==> src/rtl/ac_sched_pkg.sv <==
// ---------------------------------------------------------------------------
// ac_sched_pkg
// Shared definitions for the AC run scheduler slice: the FSM state encoding
// and the per-slice constants (coefficients per 8x8 block and the codebook
// history values a fresh slice starts from).
// ---------------------------------------------------------------------------
package ac_sched_pkg;

  typedef enum logic [1:0] {
    ST_IDLE  = 2'd0,
    ST_SCAN  = 2'd1,
    ST_FLUSH = 2'd2,
    ST_DONE  = 2'd3
  } sched_state_e;

  // AC coefficients per 8x8 block (DC is handled elsewhere).
  localparam int          COEFS_PER_BLOCK = 63;
  // Codebook-selection history seen by the first code of every slice.
  localparam logic [15:0] INIT_PREV_RUN   = 16'd4;
  localparam logic [15:0] INIT_PREV_LEVEL = 16'd2;

endpackage : ac_sched_pkg

==> src/rtl/ac_run_scheduler_if.sv <==
// ---------------------------------------------------------------------------
// ac_run_scheduler_if
// Handshake and result bundle of the AC run scheduler.
//   slave  : the scheduler (consumes start/block_num/coef, drives results)
//   master : the producer/consumer side around it
// Signals:
//   start, block_num        slice start pulse and block count
//   coef_valid, coef        coefficient stream (interleaved scan order)
//   coef_ready              scheduler accepts coef this cycle
//   run_valid, run, abs_level, sign, prev_run, prev_level
//                           one code per strobe plus its codebook history
//   ac_vlc_output_flush     end-of-slice pulse to the AC output stage
//   busy, done              slice in progress / completion pulse
// ---------------------------------------------------------------------------
interface ac_run_scheduler_if;

  logic               start;
  logic [7:0]         block_num;
  logic               coef_valid;
  logic signed [15:0] coef;
  logic               coef_ready;
  logic               run_valid;
  logic [15:0]        run;
  logic [15:0]        abs_level;
  logic               sign;
  logic [15:0]        prev_run;
  logic [15:0]        prev_level;
  logic               ac_vlc_output_flush;
  logic               busy;
  logic               done;

  modport master (
    output start, block_num, coef_valid, coef,
    input  coef_ready, run_valid, run, abs_level, sign, prev_run, prev_level,
           ac_vlc_output_flush, busy, done
  );

  modport slave (
    input  start, block_num, coef_valid, coef,
    output coef_ready, run_valid, run, abs_level, sign, prev_run, prev_level,
           ac_vlc_output_flush, busy, done
  );

endinterface : ac_run_scheduler_if

==> src/rtl/ac_level_abs.sv <==
// ---------------------------------------------------------------------------
// ac_level_abs
// Combinational magnitude/sign split of a signed 16-bit coefficient.
// Ports:
//   coef      in  16  signed coefficient
//   abs_level out 16  |coef| as unsigned; -32768 gives 32768 (no saturation)
//   sign      out 1   1 when coef is negative
// ---------------------------------------------------------------------------
module ac_level_abs (
  input  logic signed [15:0] coef,
  output logic [15:0]        abs_level,
  output logic               sign
);

  logic [16:0] coef_ext;
  logic [16:0] mag;
  logic        unused_mag_msb;

  // Negating in 17 bits makes -32768 representable; the magnitude always
  // fits the low 16 bits as an unsigned value, so bit 16 is never needed.
  assign coef_ext       = {coef[15], coef};
  assign mag            = coef[15] ? (~coef_ext + 17'd1) : coef_ext;
  assign abs_level      = mag[15:0];
  assign sign           = coef[15];
  assign unused_mag_msb = mag[16];

endmodule : ac_level_abs

==> src/rtl/ac_run_scheduler.sv <==
// ---------------------------------------------------------------------------
// ac_run_scheduler
// Turns a slice of quantised AC coefficients into (run, level, sign) codes,
// each tagged with the previous code's run/level for codebook selection.
// Zero coefficients extend the current run; a nonzero one emits a code the
// following cycle. Trailing zeros are swallowed. After the last coefficient
// of the slice a single flush pulse goes to the output stage, then done.
//
// Ports:
//   clock  in   sole clock, rising edge
//   reset  in   asynchronous active-high reset
//   bus    ac_run_scheduler_if.slave (see interface header)
//   stat_codes, stat_zeros  out 16  (only with AC_SCHED_STATS_EN defined)
//                           codes emitted / zeros consumed in the last slice
//
// Parameters:
//   MAX_BLOCKS  largest block_num honoured; larger requests are clamped
//
// Build option: define AC_SCHED_STATS_EN to add the per-slice statistics.
// ---------------------------------------------------------------------------
module ac_run_scheduler
  import ac_sched_pkg::*;
#(
  parameter int MAX_BLOCKS = 255
) (
  input  logic               clock,
  input  logic               reset,
  ac_run_scheduler_if.slave  bus
`ifdef AC_SCHED_STATS_EN
  ,
  output logic [15:0]        stat_codes,
  output logic [15:0]        stat_zeros
`endif
);

  sched_state_e state_q, state_d;

  logic [15:0] remaining_q;     // coefficients still to accept in this slice
  logic [15:0] run_cnt_q;       // zeros since the last nonzero coefficient
  logic [15:0] hist_run_q;      // run of the most recent code
  logic [15:0] hist_level_q;    // level of the most recent code

  logic        run_valid_q;
  logic [15:0] run_q;
  logic [15:0] abs_level_q;
  logic        sign_q;
  logic [15:0] prev_run_q;
  logic [15:0] prev_level_q;

  logic [15:0] abs_level_c;
  logic        sign_c;
  logic [15:0] blk_eff;
  logic        start_acc;
  logic        xfer;
  logic        coef_nz;
  logic        last_xfer;

  ac_level_abs u_level_abs (
    .coef      (bus.coef),
    .abs_level (abs_level_c),
    .sign      (sign_c)
  );

  assign blk_eff   = ({8'd0, bus.block_num} > 16'(MAX_BLOCKS)) ? 16'(MAX_BLOCKS)
                                                              : {8'd0, bus.block_num};
  assign start_acc = (state_q == ST_IDLE) && bus.start;
  assign xfer      = bus.coef_valid && (state_q == ST_SCAN);
  assign coef_nz   = |bus.coef;
  assign last_xfer = xfer && (remaining_q == 16'd1);

  // Next state and state-decoded outputs.
  always_comb begin
    // NOTE: every output gets a default before the case so no path leaves
    // one unassigned, which would otherwise infer a latch.
    state_d                 = state_q;
    bus.coef_ready          = 1'b0;
    bus.ac_vlc_output_flush = 1'b0;
    bus.done                = 1'b0;
    bus.busy                = 1'b1;

    unique case (state_q)
      ST_IDLE: begin
        bus.busy = 1'b0;
        if (bus.start) state_d = (blk_eff == 16'd0) ? ST_FLUSH : ST_SCAN;
      end
      ST_SCAN: begin
        bus.coef_ready = 1'b1;
        if (last_xfer) state_d = ST_FLUSH;
      end
      ST_FLUSH: begin
        // A code from the final coefficient may still be on the outputs;
        // the flush waits one cycle so the two never coincide.
        if (!run_valid_q) begin
          bus.ac_vlc_output_flush = 1'b1;
          state_d                 = ST_DONE;
        end
      end
      ST_DONE: begin
        bus.done = 1'b1;
        state_d  = ST_IDLE;
      end
      default: state_d = ST_IDLE;
    endcase
  end

  // NOTE: sequential state uses non-blocking assignments so every register
  // samples pre-edge values regardless of statement order.
  always_ff @(posedge clock or posedge reset) begin
    if (reset) begin
      state_q      <= ST_IDLE;
      remaining_q  <= '0;
      run_cnt_q    <= '0;
      hist_run_q   <= INIT_PREV_RUN;
      hist_level_q <= INIT_PREV_LEVEL;
      run_valid_q  <= 1'b0;
      run_q        <= '0;
      abs_level_q  <= '0;
      sign_q       <= 1'b0;
      prev_run_q   <= '0;
      prev_level_q <= '0;
    end else begin
      state_q     <= state_d;
      run_valid_q <= 1'b0;

      if (start_acc) begin
        remaining_q  <= 16'(COEFS_PER_BLOCK) * blk_eff;
        run_cnt_q    <= '0;
        hist_run_q   <= INIT_PREV_RUN;
        hist_level_q <= INIT_PREV_LEVEL;
      end

      if (xfer) begin
        remaining_q <= remaining_q - 16'd1;
        if (coef_nz) begin
          run_valid_q  <= 1'b1;
          run_q        <= run_cnt_q;
          abs_level_q  <= abs_level_c;
          sign_q       <= sign_c;
          prev_run_q   <= hist_run_q;
          prev_level_q <= hist_level_q;
          hist_run_q   <= run_cnt_q;
          hist_level_q <= abs_level_c;
          run_cnt_q    <= '0;
        end else begin
          run_cnt_q <= run_cnt_q + 16'd1;
        end
      end
    end
  end

  assign bus.run_valid  = run_valid_q;
  assign bus.run        = run_q;
  assign bus.abs_level  = abs_level_q;
  assign bus.sign       = sign_q;
  assign bus.prev_run   = prev_run_q;
  assign bus.prev_level = prev_level_q;

`ifdef AC_SCHED_STATS_EN
  logic [15:0] stat_codes_q;
  logic [15:0] stat_zeros_q;

  // Cleared when a slice is accepted, then held after done until the next.
  always_ff @(posedge clock or posedge reset) begin
    if (reset) begin
      stat_codes_q <= '0;
      stat_zeros_q <= '0;
    end else if (start_acc) begin
      stat_codes_q <= '0;
      stat_zeros_q <= '0;
    end else if (xfer) begin
      if (coef_nz) stat_codes_q <= stat_codes_q + 16'd1;
      else         stat_zeros_q <= stat_zeros_q + 16'd1;
    end
  end

  assign stat_codes = stat_codes_q;
  assign stat_zeros = stat_zeros_q;
`endif

endmodule : ac_run_scheduler

==> src/flat_wrapper.sv <==
// flat-port wrapper written by rule: the top's interface ports become plain ports
module ac_run_scheduler_flat import ac_sched_pkg::*;
#(
  parameter int MAX_BLOCKS = 255
)
  (clock, reset, bus_start, bus_block_num, bus_coef_valid, bus_coef, bus_coef_ready, bus_run_valid, bus_run, bus_abs_level, bus_sign, bus_prev_run, bus_prev_level, bus_ac_vlc_output_flush, bus_busy, bus_done);
  ac_run_scheduler_if bus_i ();
  input  logic clock;
  input  logic reset;
  input wire logic [$bits(bus_i.start)-1:0] bus_start;
  input wire logic [$bits(bus_i.block_num)-1:0] bus_block_num;
  input wire logic [$bits(bus_i.coef_valid)-1:0] bus_coef_valid;
  input wire logic [$bits(bus_i.coef)-1:0] bus_coef;
  output wire logic [$bits(bus_i.coef_ready)-1:0] bus_coef_ready;
  output wire logic [$bits(bus_i.run_valid)-1:0] bus_run_valid;
  output wire logic [$bits(bus_i.run)-1:0] bus_run;
  output wire logic [$bits(bus_i.abs_level)-1:0] bus_abs_level;
  output wire logic [$bits(bus_i.sign)-1:0] bus_sign;
  output wire logic [$bits(bus_i.prev_run)-1:0] bus_prev_run;
  output wire logic [$bits(bus_i.prev_level)-1:0] bus_prev_level;
  output wire logic [$bits(bus_i.ac_vlc_output_flush)-1:0] bus_ac_vlc_output_flush;
  output wire logic [$bits(bus_i.busy)-1:0] bus_busy;
  output wire logic [$bits(bus_i.done)-1:0] bus_done;
  assign bus_i.start = bus_start;
  assign bus_i.block_num = bus_block_num;
  assign bus_i.coef_valid = bus_coef_valid;
  assign bus_i.coef = bus_coef;
  assign bus_coef_ready = bus_i.coef_ready;
  assign bus_run_valid = bus_i.run_valid;
  assign bus_run = bus_i.run;
  assign bus_abs_level = bus_i.abs_level;
  assign bus_sign = bus_i.sign;
  assign bus_prev_run = bus_i.prev_run;
  assign bus_prev_level = bus_i.prev_level;
  assign bus_ac_vlc_output_flush = bus_i.ac_vlc_output_flush;
  assign bus_busy = bus_i.busy;
  assign bus_done = bus_i.done;
  ac_run_scheduler #(.MAX_BLOCKS(MAX_BLOCKS)) u_core (.clock(clock), .reset(reset), .bus(bus_i));
endmodule
==> config.mk <==
export PLATFORM = sky130hd
export DESIGN_NAME = ac_run_scheduler_flat
export DESIGN_NICKNAME = d
export VERILOG_FILES = /design/src/rtl/ac_sched_pkg.sv /design/src/rtl/ac_run_scheduler_if.sv /design/src/rtl/ac_level_abs.sv /design/src/rtl/ac_run_scheduler.sv /design/src/flat_wrapper.sv
export SDC_FILE = /design/constraint.sdc
export NUM_CORES = 1
export LEC_CHECK = 0
export CORE_MARGIN = 1.5
export CORE_UTILIZATION = 51
export DETAILED_ROUTE_END_ITERATION = 10
export MAX_ROUTING_LAYER = met4
export PLACE_DENSITY = 0.75
export SLEW_MARGIN = 10
export SYNTH_ARGS = -nofsm -noshare
export SYNTH_HDL_FRONTEND = slang
export SYNTH_SLANG_ARGS = --single-unit
==> constraint.sdc <==
create_clock -name clock -period 5.1 [get_ports clock]
set_input_delay 0.765 -clock clock [delete_from_list [all_inputs] [get_ports clock]]
set_output_delay 0.765 -clock clock [all_outputs]
set_load 0.02 [all_outputs]
# Word-level counts from Yosys, hierarchy flattened
# Cells that the tools add are included.
[totals]
register_bits = 132
latch_bits = 0
ram_bits = 0
mem_bits_ro = 0
out_inout_bits = 70
memories = 0
[classes]
n_addsub = 3
multipliers = 1
div = 0
magnitude_cmp = 0
n_eq_ne = 7
n_shift = 0
muxes = 24
bitwise = 1
reduce_logical = 9
[ops]
columns = ["cell", "count"]
rows = [
  ["two-way mux 16 bit", 12],
  ["adder 16 x 1 -> 16 bit, second input constant", 2],
  ["equality test 16 x 1 -> 1 bit, second input constant", 1],
  ["zero test 16 bit", 1],
  ["NOT 16 bit", 1],
  ["OR reduction 16 bit", 1],
  ["subtractor 16 x 1 -> 16 bit, second input constant", 1],
  ["multiplier 6 x 8 -> 14 bit, first input constant", 1],
  ["two-way mux 2 bit", 4],
  ["one-hot mux 2 bit (4 select lines)", 1],
  ["two-way mux 1 bit", 7],
  ["equality test 2 bit, second input constant", 2],
  ["inequality test 2 bit, second input constant", 2],
  ["logical AND 1 bit", 3],
  ["AND reduction 3 bit", 1],
  ["equality test 2 x 1 -> 1 bit, second input constant", 1],
  ["zero test 2 bit", 1],
  ["inequality test 2 x 1 -> 1 bit, second input constant", 1],
  ["AND reduction 2 bit", 1],
  ["nonzero test 2 bit", 1],
]

# Logic depth before layout (Yosys ltp)
# Gate-level depths: netlist of run 1.
[depth]
word_depth = 5
mapped_depth = 13

# Hierarchy
# Synthesis of run 1 repeated with hierarchy kept, for this count alone.
[hier_totals]
hier_cells = 748
area_unflattened_um2 = 7088.0
[modules_own_cells]
columns = ["module", "instances", "cells_per_inst", "area_each_um2"]
rows = [
  ["ac_run_scheduler", 1, 699, 6715.2],
  ["ac_level_abs", 1, 49, 372.9],
]

# Worst setup path before layout of run 1
# Ideal clock, no wire load.
[synth_path]
path_kind = "input to register"
startpoint = "in bus_block_num[3]"
endpoint = "reg u_core.remaining_q[9]"
t_arrival_ps = 3752
slack_ps = 1218
cell_stages = 13
path_buffers = 0
path_cell_list = "inv_1 > fa_1 > inv_1 > fa_1 > inv_1 > fa_1 > inv_1 > ha_1 > nor2b_1 > o31a_1 > o21ai_0 > nor4b_1 > nor3_1"
[synth_via]
elab_chain_cells = 3
[synth_lines]
columns = ["element", "line", "source"]
rows = [
  ["start: declaration", "flat_wrapper.sv:11", "input wire logic [$bits(bus_i.block_num)-1:0] bus_block_num;"],
  ["multiplier 6 x 8 -> 14 bit", "ac_run_scheduler.sv:126", "remaining_q <= 16'(COEFS_PER_BLOCK) * blk_eff;"],
  ["two-way mux 16 bit", "ac_run_scheduler.sv:125", "if (start_acc) begin"],
  ["two-way mux 16 bit", "ac_run_scheduler.sv:132", "if (xfer) begin"],
  ["end signal: assignment", "ac_run_scheduler.sv:126", ""],
  ["end signal: assignment", "ac_run_scheduler.sv:133", "remaining_q <= remaining_q - 16'd1;"],
  ["end: declaration", "ac_run_scheduler.sv:38", "logic [15:0] remaining_q;"],
]
# Every way passes these cells. The select of a mux whose other input is x is not followed.
# A chain may end at the register's enable or synchronous reset.

# Final worst setup path of run 1
[layout_path]
startpoint = "in bus_block_num[5]"
endpoint = "reg u_core.remaining_q[11]"
# Same word-level chain as after synthesis.

==> metrics.csv, run 1 <==
stage,metric,value,unit
detailed_routing,vias,5605,
global_route,grt_pass1_wl,27.3,mm
worst_setup_path,cp_data_required_time,5.42,ns
global_route,antenna_found_initial,0,
power_and_ir_drop,peakVddDrop,282,uV
worst_setup_path,critPathArrivalTime,4.67,ns
floorplanning,rows,42,
yosys,ys_seq_area_share,47.3,%
cells_and_area,layout_commonest_cell,nand2_1,
clock_network,cts_tree,done,
power_and_ir_drop,pwr_density_cell,501,nW/um^2
cells_and_area,drive_gt1_share,6.31,%
cells_and_area,post-route-util,65.5,%
placement,detailed_place_hpwl,11.2,mm
cells_and_area,antennaDiodeCount,0,
floorplanning,chipWidth,120,um
sta,finalHoldViolations,0,
flow_run,max_cap_viol_count,0,
yosys,yosys-top-cells-area,"dfrtp_1 47%, nand2_1 9.5%, ha_1 6.4%",
floorplanning,coreArea,13300,um^2
sta,slew_headroom,24.1,%
sta,postLayoutSetupSlackWorst,0.753,ns
clock_network,clock-sinks,132,
floorplanning,dieArea,14400,um^2
global_route,grt_use_total,24.5,%
placement,place_ws,0.317,ns
detailed_routing,drtPass1Iterations,5,
detailed_routing,post_drt_wl_per_cell,15.8,um
cells_and_area,layout_common_cells,"176 x nand2_1, 130 x dfrtp_1, 97 x clkdlybuf4s50_1",
detailed_routing,drc_errors,0,
yosys,ys_warn_count,0,
yosys,synth_edf_count,0,
cells_and_area,area_growth_syn_to_layout,24.6,%
sta,fin_setup_tns,0,ns
global_route,gr-total-overflow,0,
clock_network,htree_levels,4,
clock_network,hold_buffers,0,
clock_network,cts_resized,0,
sta,layout_min_cycle_time,4.35,ns
clock_network,cts_setup_buffers,0,
clock_network,cts-root-buf,clkbuf_16,
cells_and_area,layout.nets,894,
worst_hold_path,worst_hold_path_type,reg2reg,
detailed_routing,routed_wl,15.8,mm
floorplanning,die_h,120,um
clock_network,clockBufferDepth,2,
detailed_routing,postRouteAntennaNets,0,
yosys,syn-mean-instance-area,9.72,um^2
yosys,netlist_instances,719,
yosys,syn-num-nets,802,
worst_setup_path,setup.worst_path.start_class,primary input,
cells_and_area,n_fill_cell,1040,
detailed_routing,drtIter0Drc,394,
sta,setup_viol,0,
yosys,yosysUniqueCellTypes,66,
floorplanning,initial_core_util,52.6,%
yosys,synth_area_leader_cell,dfrtp_1,
global_route,grt_pass1_vias,5628,
sta,final-max-slew-violation-count,0,
floorplanning,ios,98,
clock_network,clkSlewWorstSetupHoldPaths,0.06,ns
detailed_routing,vias_per_cell,5.61,
run_status,status,"complete, no violations",
worst_setup_path,endpoint_kind,flop,
clock_network,clkLatencyLatePin,0.42,ns
global_route,grt_max_degree,86,
sta,rsz0062_at_grt,no,
clock_network,numCtsBuffers,17,
sta,max_freq,230,MHz
worst_setup_path,crit_type,in2reg,
power_and_ir_drop,p_leak,4.24,nW
yosys,synth_seq_cells,132,
sta,finClkSkew,0.00397,ns
yosys,ys.flop_type,dfrtp_1,
yosys,async_reset_ff_share,100,%
sta,worst-slew-pin-transition,1.14,ns
sta,finalCritPeriodShare,85.2,%
yosys,yosysTopAreaCellShare,46.6,%
yosys,syn_area,6990,um^2
worst_setup_path,worstPathMaxFanout,4,
placement,place.gp.congestion,0.919,
placement,io_buffers,97,
worst max-delay path, stage by stage:
cell	delay, ns
clkdlybuf4s50_1	0.55
inv_1	0.14
fa_1	0.56
inv_1	0.08
fa_1	0.53
inv_1	0.05
fa_1	0.50
inv_1	0.04
ha_1	0.33
nor2b_1	0.16
o31a_1	0.30
o21ai_0	0.27
xor2_1	0.12
a211oi_1	0.27
flip-flops by register name, indices dropped and copies added, names as in the netlist, 2 cells and up:
name                   flops
u_core.state_q             2
u_core.bus.prev_run       16
u_core.hist_level_q       16
u_core.hist_run_q         16
u_core.remaining_q        16
u_core.bus.run            16
u_core.bus.abs_level      16
u_core.bus.prev_level     16
u_core.run_cnt_q          16
layer usage:
metal | up-vias | routed length, um | share of wire [%] | track usage [%]
met5 | - | 0 | 0 | -
met4 | 0 | 368 | 2.3 | 9.45
met3 | 31 | 642 | 4.1 | 4.75
met2 | 152 | 7800 | 49 | 38.5
met1 | 2754 | 7030 | 44 | 31.6
li1 | 2668 | - | - | -
synthesized netlist by cell type (4+ instances only):
| cell type | instances |
|---|---|
| a22o_1 | 17 |
| a21o_1 | 26 |
| nor3_1 | 15 |
| xor2_1 | 13 |
| o41ai_1 | 5 |
| and3_1 | 5 |
| nand3_1 | 15 |
| dfrtp_1 | 130 |
| a31oi_1 | 10 |
| a21oi_1 | 18 |
| o21ai_0 | 20 |
| nor3b_1 | 4 |
| nand2_1 | 176 |
| nor4_1 | 7 |
| ha_1 | 36 |
| or3_1 | 6 |
| buf_2 | 15 |
| o211ai_1 | 7 |
| clkbuf_1 | 12 |
| inv_1 | 50 |
| xnor2_1 | 7 |
| o21ai_1 | 14 |
| nor2_1 | 25 |
| nand4_1 | 4 |
| a211oi_1 | 5 |
| fa_1 | 19 |
logic make-up after synthesis:
family,share of synthesized area (%)
and+or+nand+nor,17.5
adders and majority gates,11.9
AOI/OAI and AO/OA,15.3
muxes,0.967
xor gates and xnor gates,2.51
buffers and inverters,4.57
DFF,47.3
cell type report:
type,instances,area [um^2],area share (%)
timing repair buffer,101,1000,11.5
tap,176,220,2.53
inverter,52,198,2.27
clock buffer,19,453,5.20
sequential,132,3310,38.0
multi-input combinational,507,3370,38.8
clock inverter,13,156,1.80
where the power goes:
| part | leakage [nW] | switching, W | internal, W |
|---|---|---|---|
| sequential | 1.75 | 0.000172 | 0.00128 |
| combinational | 2.20 | 0.000969 | 0.000692 |
| clock | 0.287 | 0.000454 | 0.000790 |
| total | 4.24 | 0.00160 | 0.00277 |
worst paths after layout:
kind,startpoint,to,slack (ns),cells after the start
max in group asynchronous,reset,u_core.run_cnt_q[10]$_DFFE_PP0P_,3.26,3
min in group asynchronous,reset,u_core.hist_level_q[13]$_DFF_PP0_,0.87,2
max reg2reg,u_core.state_q[1]$_DFFE_PP0P_,u_core.hist_level_q[0]$_DFF_PP0_,1.90,8
min,u_core.hist_level_q[15]$_DFF_PP0_,u_core.bus.prev_level[15]$_DFFE_PP0P_,0.46,2
min reg2reg,u_core.hist_level_q[15]$_DFF_PP0_,u_core.bus.prev_level[15]$_DFFE_PP0P_,0.46,2
max,bus_block_num[5],u_core.remaining_q[11]$_DFFE_PP0P_,0.75,14
metrics by stage:
step / total power [W] / cell area, um^2 / hold WS [ns] / cells
global placement: 0.00307 / 8100 / 0.454 / 968
detailed placement: 0.00313 / 8100 / 0.452 / 968
floorplan: 0.00254 / 6990 / 0.438 / 719
finish: 0.00436 / 8710 / 0.462 / 1000
global route: 0.00463 / 8710 / 0.490 / 1000
CTS: 0.00439 / 8710 / 0.463 / 1000
Note: power is estimated with default switching activity, not from simulation.
==> inputs of run 2 (changes only) <==
==> constraint.sdc (replaced) <==
create_clock -name clock -period 4.5 [get_ports clock]
set_input_delay 0.675 -clock clock [delete_from_list [all_inputs] [get_ports clock]]
set_output_delay 0.675 -clock clock [all_outputs]
set_load 0.02 [all_outputs]
==> run 2 against run 1 <==
Effect of this change: sequential share of layout area down 0.60 points; setup slack got worse by 0.33 ns; first-iteration DRC count is 22% lower; largest cell class unchanged.
==> metrics.csv, run 2 (same netlist as run 1, synthesis figures left out) <==
stage,metric,value,unit,change
power_and_ir_drop,pwr-share-comb,36.9,%,-1.2 points
run_status,status,"complete, no violations",,
sta,worst-slew-pin-transition,1.10,ns,-0.0382 ns
detailed_routing,postRouteAntennaNets,0,,unchanged
sta,setup_viol,0,,unchanged
sta,slew_headroom,26.6,%,+2.5 points
worst_setup_path,worstReg2RegStart,u_core.state_q[1]$_DFFE_PP0P_,,
cells_and_area,layout_common_cells,"176 x nand2_1, 130 x dfrtp_1, 97 x clkdlybuf4s50_1",,
floorplanning,rows,42,,unchanged
worst_setup_path,setup.worst_path.start_class,primary input,,
cells_and_area,seqCellArea,3310,um^2,unchanged
power_and_ir_drop,p_leak,4.32,nW,+1.9%
detailed_routing,vias_per_cell,5.61,,+0.16%
worst_setup_path,rrSetupSlack,1.54,ns,-0.36 ns
floorplanning,ios,98,,unchanged
worst_setup_path,worstPathMaxFanout,4,,unchanged
detailed_routing,routed_wl,15.8,mm,-0.21%
worst_hold_path,worst_hold_path_type,reg2reg,,
cells_and_area,area_growth_syn_to_layout,26.6,%,
cells_and_area,layout.nets,901,,+0.78%
detailed_routing,drtIter0Drc,306,,-22%
worst_hold_path,hold_depth,2,,unchanged
sta,finalHoldViolations,0,,unchanged
clock_network,numCtsBuffers,17,,unchanged
cells_and_area,n_fill_cell,1033,,-0.67%
worst_setup_path,critPathArrivalTime,4.37,ns,-0.30 ns
sta,finalCritPeriodShare,90.7,%,
sta,final-max-slew-violation-count,0,,unchanged
cells_and_area,final_area,8850,um^2,+1.6%
global_route,grt_max_degree,86,,unchanged
placement,place.gp.congestion,0.904,,-1.6%
detailed_routing,drtPass1Iterations,6,,+1
clock_network,clkSlewWorstSetupHoldPaths,0.06,ns,about the same
clock_network,cts_tree,done,,
cells_and_area,layout_commonest_cell,nand2_1,,
cells_and_area,antennaDiodeCount,0,,unchanged
global_route,gr-total-overflow,0,,unchanged
worst_setup_path,rr_worst_depth,8,,unchanged
floorplanning,dieArea,14400,um^2,unchanged
sta,layout_min_cycle_time,4.08,ns,
clock_network,cts_resized,0,,unchanged
worst_setup_path,cp_data_required_time,4.79,ns,-0.63 ns
floorplanning,initial_core_util,52.6,%,unchanged
clock_network,clockBufferDepth,2,,unchanged
cells_and_area,drive_gt1_share,6.98,%,+0.67 points
global_route,grt_pass1_wl,26.9,mm,-1.2%
detailed_routing,vias,5653,,+0.86%
placement,io_buffers,97,,unchanged
global_route,grt_pass1_vias,5521,,-1.9%
sta,rsz0062_at_grt,no,,
global_route,antenna_found_initial,0,,unchanged
power_and_ir_drop,pwr_density_cell,579,nW/um^2,+16%
power_and_ir_drop,clkPwrFrac,30.9,%,+2.4 points
clock_network,cts-root-buf,clkbuf_16,,
floorplanning,coreArea,13300,um^2,unchanged
sta,max_freq,245,MHz,
sta,finClkSkew,0.00898,ns,+0.00502 ns
cells_and_area,post-route-util,66.5,%,+1.0 points
cells_and_area,multi_input_area,3370,um^2,unchanged
placement,place_area,8160,um^2,+0.80%
worst_setup_path,worstReg2RegEnd,u_core.hist_run_q[13]$_DFF_PP0_,,
placement,detailed_place_hpwl,11.3,mm,+0.67%
power_and_ir_drop,swShare,35.0,%,-1.5 points
worst_hold_path,hold_start,u_core.bus.prev_run[3]$_DFFE_PP0P_,,
clock_network,cts_setup_buffers,0,,unchanged
clock_network,clkLatencyLatePin,0.41,ns,about the same
global_route,grt_use_total,24.1,%,-0.33 points
worst_hold_path,holdPathEnd,u_core.bus.prev_run[3]$_DFFE_PP0P_,,
worst_setup_path,endpoint_kind,flop,,
sta,whs,0.468,ns,+0.00549 ns
clock_network,clock-sinks,132,,unchanged
floorplanning,chipWidth,120,um,unchanged
detailed_routing,post_drt_wl_per_cell,15.7,um,-0.91%
clock_network,hold_buffers,0,,unchanged
power_and_ir_drop,peakVddDrop,360,uV,+28%
detailed_routing,drc_errors,0,,unchanged
clock_network,htree_levels,4,,unchanged
flow_run,max_cap_viol_count,0,,unchanged
placement,place_ws,-0.0108,ns,-0.328 ns
power_and_ir_drop,p_sw,0.00179,W,+12%
power_and_ir_drop,p_int,0.00333,W,+20%
floorplanning,die_h,120,um,unchanged
sta,postLayoutSetupSlackWorst,0.418,ns,-0.335 ns
worst_setup_path,crit_type,in2reg,,
power_and_ir_drop,seqPwrFrac,32.2,%,-1.2 points
run 2: changes by cell type in the layout (fill, tap and decap cells not counted), sizes merged:
cell / delta
buf: +7
bufinv: +3
clkbuf: +1
clkinv: -1
clkinvlp: -3
run 2: worst max-delay path, stage by stage:
cell and delay [ns]:
clkdlybuf4s50_1 0.47, inv_1 0.07, fa_1 0.56, inv_1 0.06, fa_1 0.53, inv_1 0.05
fa_1 0.50, inv_1 0.04, ha_1 0.33, nor2b_1 0.16, o31a_1 0.30, o21ai_0 0.23
nor4b_1 0.29, nor3_1 0.09
run 2: worst max-delay path by stage:
stage	start	to	slack [ns]
finish	bus_block_num[3]	u_core.remaining_q[9]$_DFFE_PP0P_	0.42
global route	bus_block_num[3]	u_core.remaining_q[9]$_DFFE_PP0P_	0.19
CTS	bus_block_num[3]	u_core.remaining_q[9]$_DFFE_PP0P_	0.42
detailed placement	bus_block_num[3]	u_core.remaining_q[9]$_DFFE_PP0P_	-0.01
global placement	bus_block_num[3]	u_core.remaining_q[9]$_DFFE_PP0P_	0.11
floorplan	reset	u_core.bus.abs_level[0]$_DFFE_PP0P_	0.30
run 2: cell type report:
type	instances	share of cell area (%)
repair buffers	108	12.0
clock buffers	20	5.16
multi-input cells	507	38.1
well taps	176	2.49
inverters	52	2.23
clock inverters	12	2.56
flip-flops and latches	132	37.4
run 2: layer usage:
metal | vias to the layer above | track usage, % | part of all wire [%]
li1 | 2669 | - | -
met1 | 2783 | 31.1 | 44
met3 | 32 | 6.04 | 4.9
met4 | 0 | 6.77 | 1.8
met5 | - | - | 0
met2 | 169 | 38.1 | 49
run 2: power groups by stage:
stage | clock [W] | sequential (W) | combinational (W)
after detailed placement | 0 | 0.00166 | 0.00189
after global placement | 0 | 0.00165 | 0.00184
after CTS | 0.00160 | 0.00165 | 0.00190
after global routing | 0.00166 | 0.00168 | 0.00209
final | 0.00158 | 0.00165 | 0.00189
after floorplan | 0 | 0.00178 | 0.00110
run 2: metrics by stage:
stage	cells	TNS, ns	total power (W)
2_1_floorplan	719	0	0.00288
3_3_place_gp	975	0	0.00349
3_5_place_dp	975	-0.0108	0.00355
4_1_cts	1007	0	0.00515
5_1_grt	1007	0	0.00543
6_report	1007	0	0.00512
==> inputs of run 3 (changes only) <==
--- a/config.mk
+++ b/config.mk
@@ -10,6 +10,7 @@
 export DETAILED_ROUTE_END_ITERATION = 10
 export MAX_ROUTING_LAYER = met4
 export PLACE_DENSITY = 0.75
+export REMOVE_ABC_BUFFERS = 1
 export SLEW_MARGIN = 10
 export SYNTH_ARGS = -nofsm -noshare
 export SYNTH_HDL_FRONTEND = slang
==> run 3 against run 2 <==
Effect of this change: setup slack better by 0.0090 ns; register-to-register slack hardly changed; global-route usage is 0.35 points higher; wire length is 0.59% higher; clock skew is 0.0017 ns higher; die area stayed put; fmax is 0.22% higher; count of clock-buffer cells in the layout is 4 higher; sequential cell count stayed put; hold slack hardly changed; critical path depth stayed put; via count is 0.73% lower; largest power group unchanged; highest routed layer unchanged.
==> metrics.csv, run 3 (same netlist as run 1, synthesis figures left out) <==
stage,metric,value,unit,change
global_route,grt_pass1_wl,27.2,mm,+0.90%
cells_and_area,finalNonFillerCells,1007,,unchanged
sta,worst-slew-pin-transition,1.11,ns,+0.0155 ns
sta,finalHoldViolations,0,,unchanged
sta,finalCritPeriodShare,90.5,%,-0.20 points
floorplanning,ios,98,,unchanged
power_and_ir_drop,pwr_density_cell,567,nW/um^2,-2.0%
worst_setup_path,worstPathMaxFanout,4,,unchanged
clock_network,cts_tree,done,,
cells_and_area,multi_input_area,3370,um^2,unchanged
sta,postLayoutSetupSlackWorst,0.427,ns,+0.00898 ns
cells_and_area,drive_gt1_share,6.50,%,-0.48 points
clock_network,numCtsBuffers,17,,unchanged
detailed_routing,vias,5612,,-0.73%
sta,finClkSkew,0.0106,ns,+0.00166 ns
run_status,status,"complete, no violations",,
floorplanning,chipWidth,120,um,unchanged
global_route,grt_use_total,24.5,%,+0.35 points
global_route,grt_pass1_vias,5673,,+2.8%
power_and_ir_drop,peakVddDrop,353,uV,-2.0%
floorplanning,rows,42,,unchanged
clock_network,clkSlewWorstSetupHoldPaths,0.05,ns,about the same
global_route,grt_max_degree,86,,unchanged
clock_network,cts-root-buf,clkbuf_16,,
clock_network,hold_buffers,0,,unchanged
placement,place_ws,0.0167,ns,+0.0275 ns
detailed_routing,routed_wl,15.9,mm,+0.59%
cells_and_area,antennaDiodeCount,0,,unchanged
worst_setup_path,cp_data_required_time,4.79,ns,about the same
clock_network,clkLatencyLatePin,0.42,ns,about the same
placement,detailed_place_hpwl,11.2,mm,-0.29%
power_and_ir_drop,p_leak,4.28,nW,-0.91%
floorplanning,coreArea,13300,um^2,unchanged
placement,dp.cells,975,,unchanged
cells_and_area,post-route-util,65.9,%,-0.65 points
worst_setup_path,critPathArrivalTime,4.36,ns,about the same
detailed_routing,postRouteAntennaNets,0,,unchanged
sta,layout_min_cycle_time,4.07,ns,-0.00898 ns
sta,final-max-slew-violation-count,0,,unchanged
cells_and_area,n_fill_cell,1027,,-0.58%
floorplanning,die_h,120,um,unchanged
cells_and_area,layout_common_cells,"176 x nand2_1, 130 x dfrtp_1, 97 x clkdlybuf4s50_1",,
cells_and_area,layout_commonest_cell,nand2_1,,
worst_hold_path,worst_hold_path_type,reg2reg,,
detailed_routing,post_drt_wl_per_cell,15.8,um,+0.59%
clock_network,clockBufferDepth,2,,unchanged
placement,io_buffers,97,,unchanged
cells_and_area,seqCellArea,3310,um^2,unchanged
flow_run,max_cap_viol_count,0,,unchanged
floorplanning,dieArea,14400,um^2,unchanged
placement,place.gp.congestion,0.890,,-1.5%
clock_network,htree_levels,4,,unchanged
sta,rsz0062_at_grt,no,,
sta,max_freq,246,MHz,+0.22%
clock_network,cts_resized,0,,unchanged
detailed_routing,drc_errors,0,,unchanged
detailed_routing,drtIter0Drc,387,,+26%
worst_setup_path,setup.worst_path.start_class,primary input,,
global_route,gr-total-overflow,0,,unchanged
detailed_routing,drtPass1Iterations,5,,-1
sta,slew_headroom,25.6,%,-1.0 points
clock_network,clock-sinks,132,,unchanged
clock_network,cts_setup_buffers,0,,unchanged
global_route,antenna_found_initial,0,,unchanged
cells_and_area,area_growth_syn_to_layout,25.4,%,
floorplanning,initial_core_util,52.6,%,unchanged
detailed_routing,vias_per_cell,5.57,,-0.73%
cells_and_area,layout.nets,901,,unchanged
worst_setup_path,crit_type,in2reg,,
sta,setup_viol,0,,unchanged
worst_setup_path,endpoint_kind,flop,,
sta,whs,0.468,ns,+0.000462 ns
-- run 3: cell count changes in the layout (fill, tap and decap cells not counted), sizes merged --
cell | before | now
clkinvlp | 2 | 1
inv | 52 | 51
bufinv | 6 | 3
clkbuf | 20 | 24
clkinv | 4 | 5
-- run 3: cell type report --
cell class | count | area share [%]
Multi-Input combinational cell | 507 | 38.5
Sequential cell | 132 | 37.7
Timing Repair Buffer | 108 | 12.2
Clock buffer | 24 | 5.38
Tap cell | 176 | 2.51
Inverter | 52 | 2.26
Clock inverter | 8 | 1.43
-- run 3: stage by stage --
stage	instance area [um^2]	TNS [ns]	power, W
after floorplan	6860	-146.32	0.00284
after global placement	8160	0	0.00351
after detailed placement	8160	0	0.00358
after CTS	8760	0	0.00499
after global routing	8760	0	0.00527
final	8760	0	0.00497
-- run 3: worst max-delay path, stage by stage --
cell and delay, ns:
clkdlybuf4s50_1 0.48, inv_1 0.08, fa_1 0.59, inv_1 0.08
fa_1 0.53, inv_1 0.05, fa_1 0.49, inv_1 0.04
ha_1 0.32, nor2b_1 0.16, o31a_1 0.29, o21ai_0 0.21
nor4b_1 0.29, nor3_1 0.09
-- run 3: where the power goes --
group	switching [W]	internal, W
combinational	0.00112	0.000814
sequential	0.000187	0.00146
clock	0.000486	0.000900
-- run 3: path summary, 6_finish.rpt --
kind | startpoint | to | slack [ns] | cells after the start
max | bus_block_num[3] | u_core.remaining_q[9]$_DFFE_PP0P_ | 0.43 | 14
min | u_core.bus.prev_run[9]$_DFFE_PP0P_ | u_core.bus.prev_run[9]$_DFFE_PP0P_ | 0.47 | 2
max reg2reg | u_core.state_q[1]$_DFFE_PP0P_ | u_core.hist_run_q[12]$_DFF_PP0_ | 1.55 | 8
min reg2reg | u_core.bus.prev_run[9]$_DFFE_PP0P_ | u_core.bus.prev_run[9]$_DFFE_PP0P_ | 0.47 | 2
max in group asynchronous | reset | u_core.hist_level_q[1]$_DFF_PP1_ | 2.86 | 3
min in group asynchronous | reset | u_core.hist_level_q[9]$_DFF_PP0_ | 0.79 | 2
-- run 3: per-layer routing --
metal / vias up / wire (um) / GRT usage, %
li1: 2667 / - / -
met1: 2755 / 7110 / 31.2
met2: 163 / 7720 / 38.5
met3: 27 / 718 / 4.28
met4: 0 / 360 / 11.2
met5: - / 0 / -
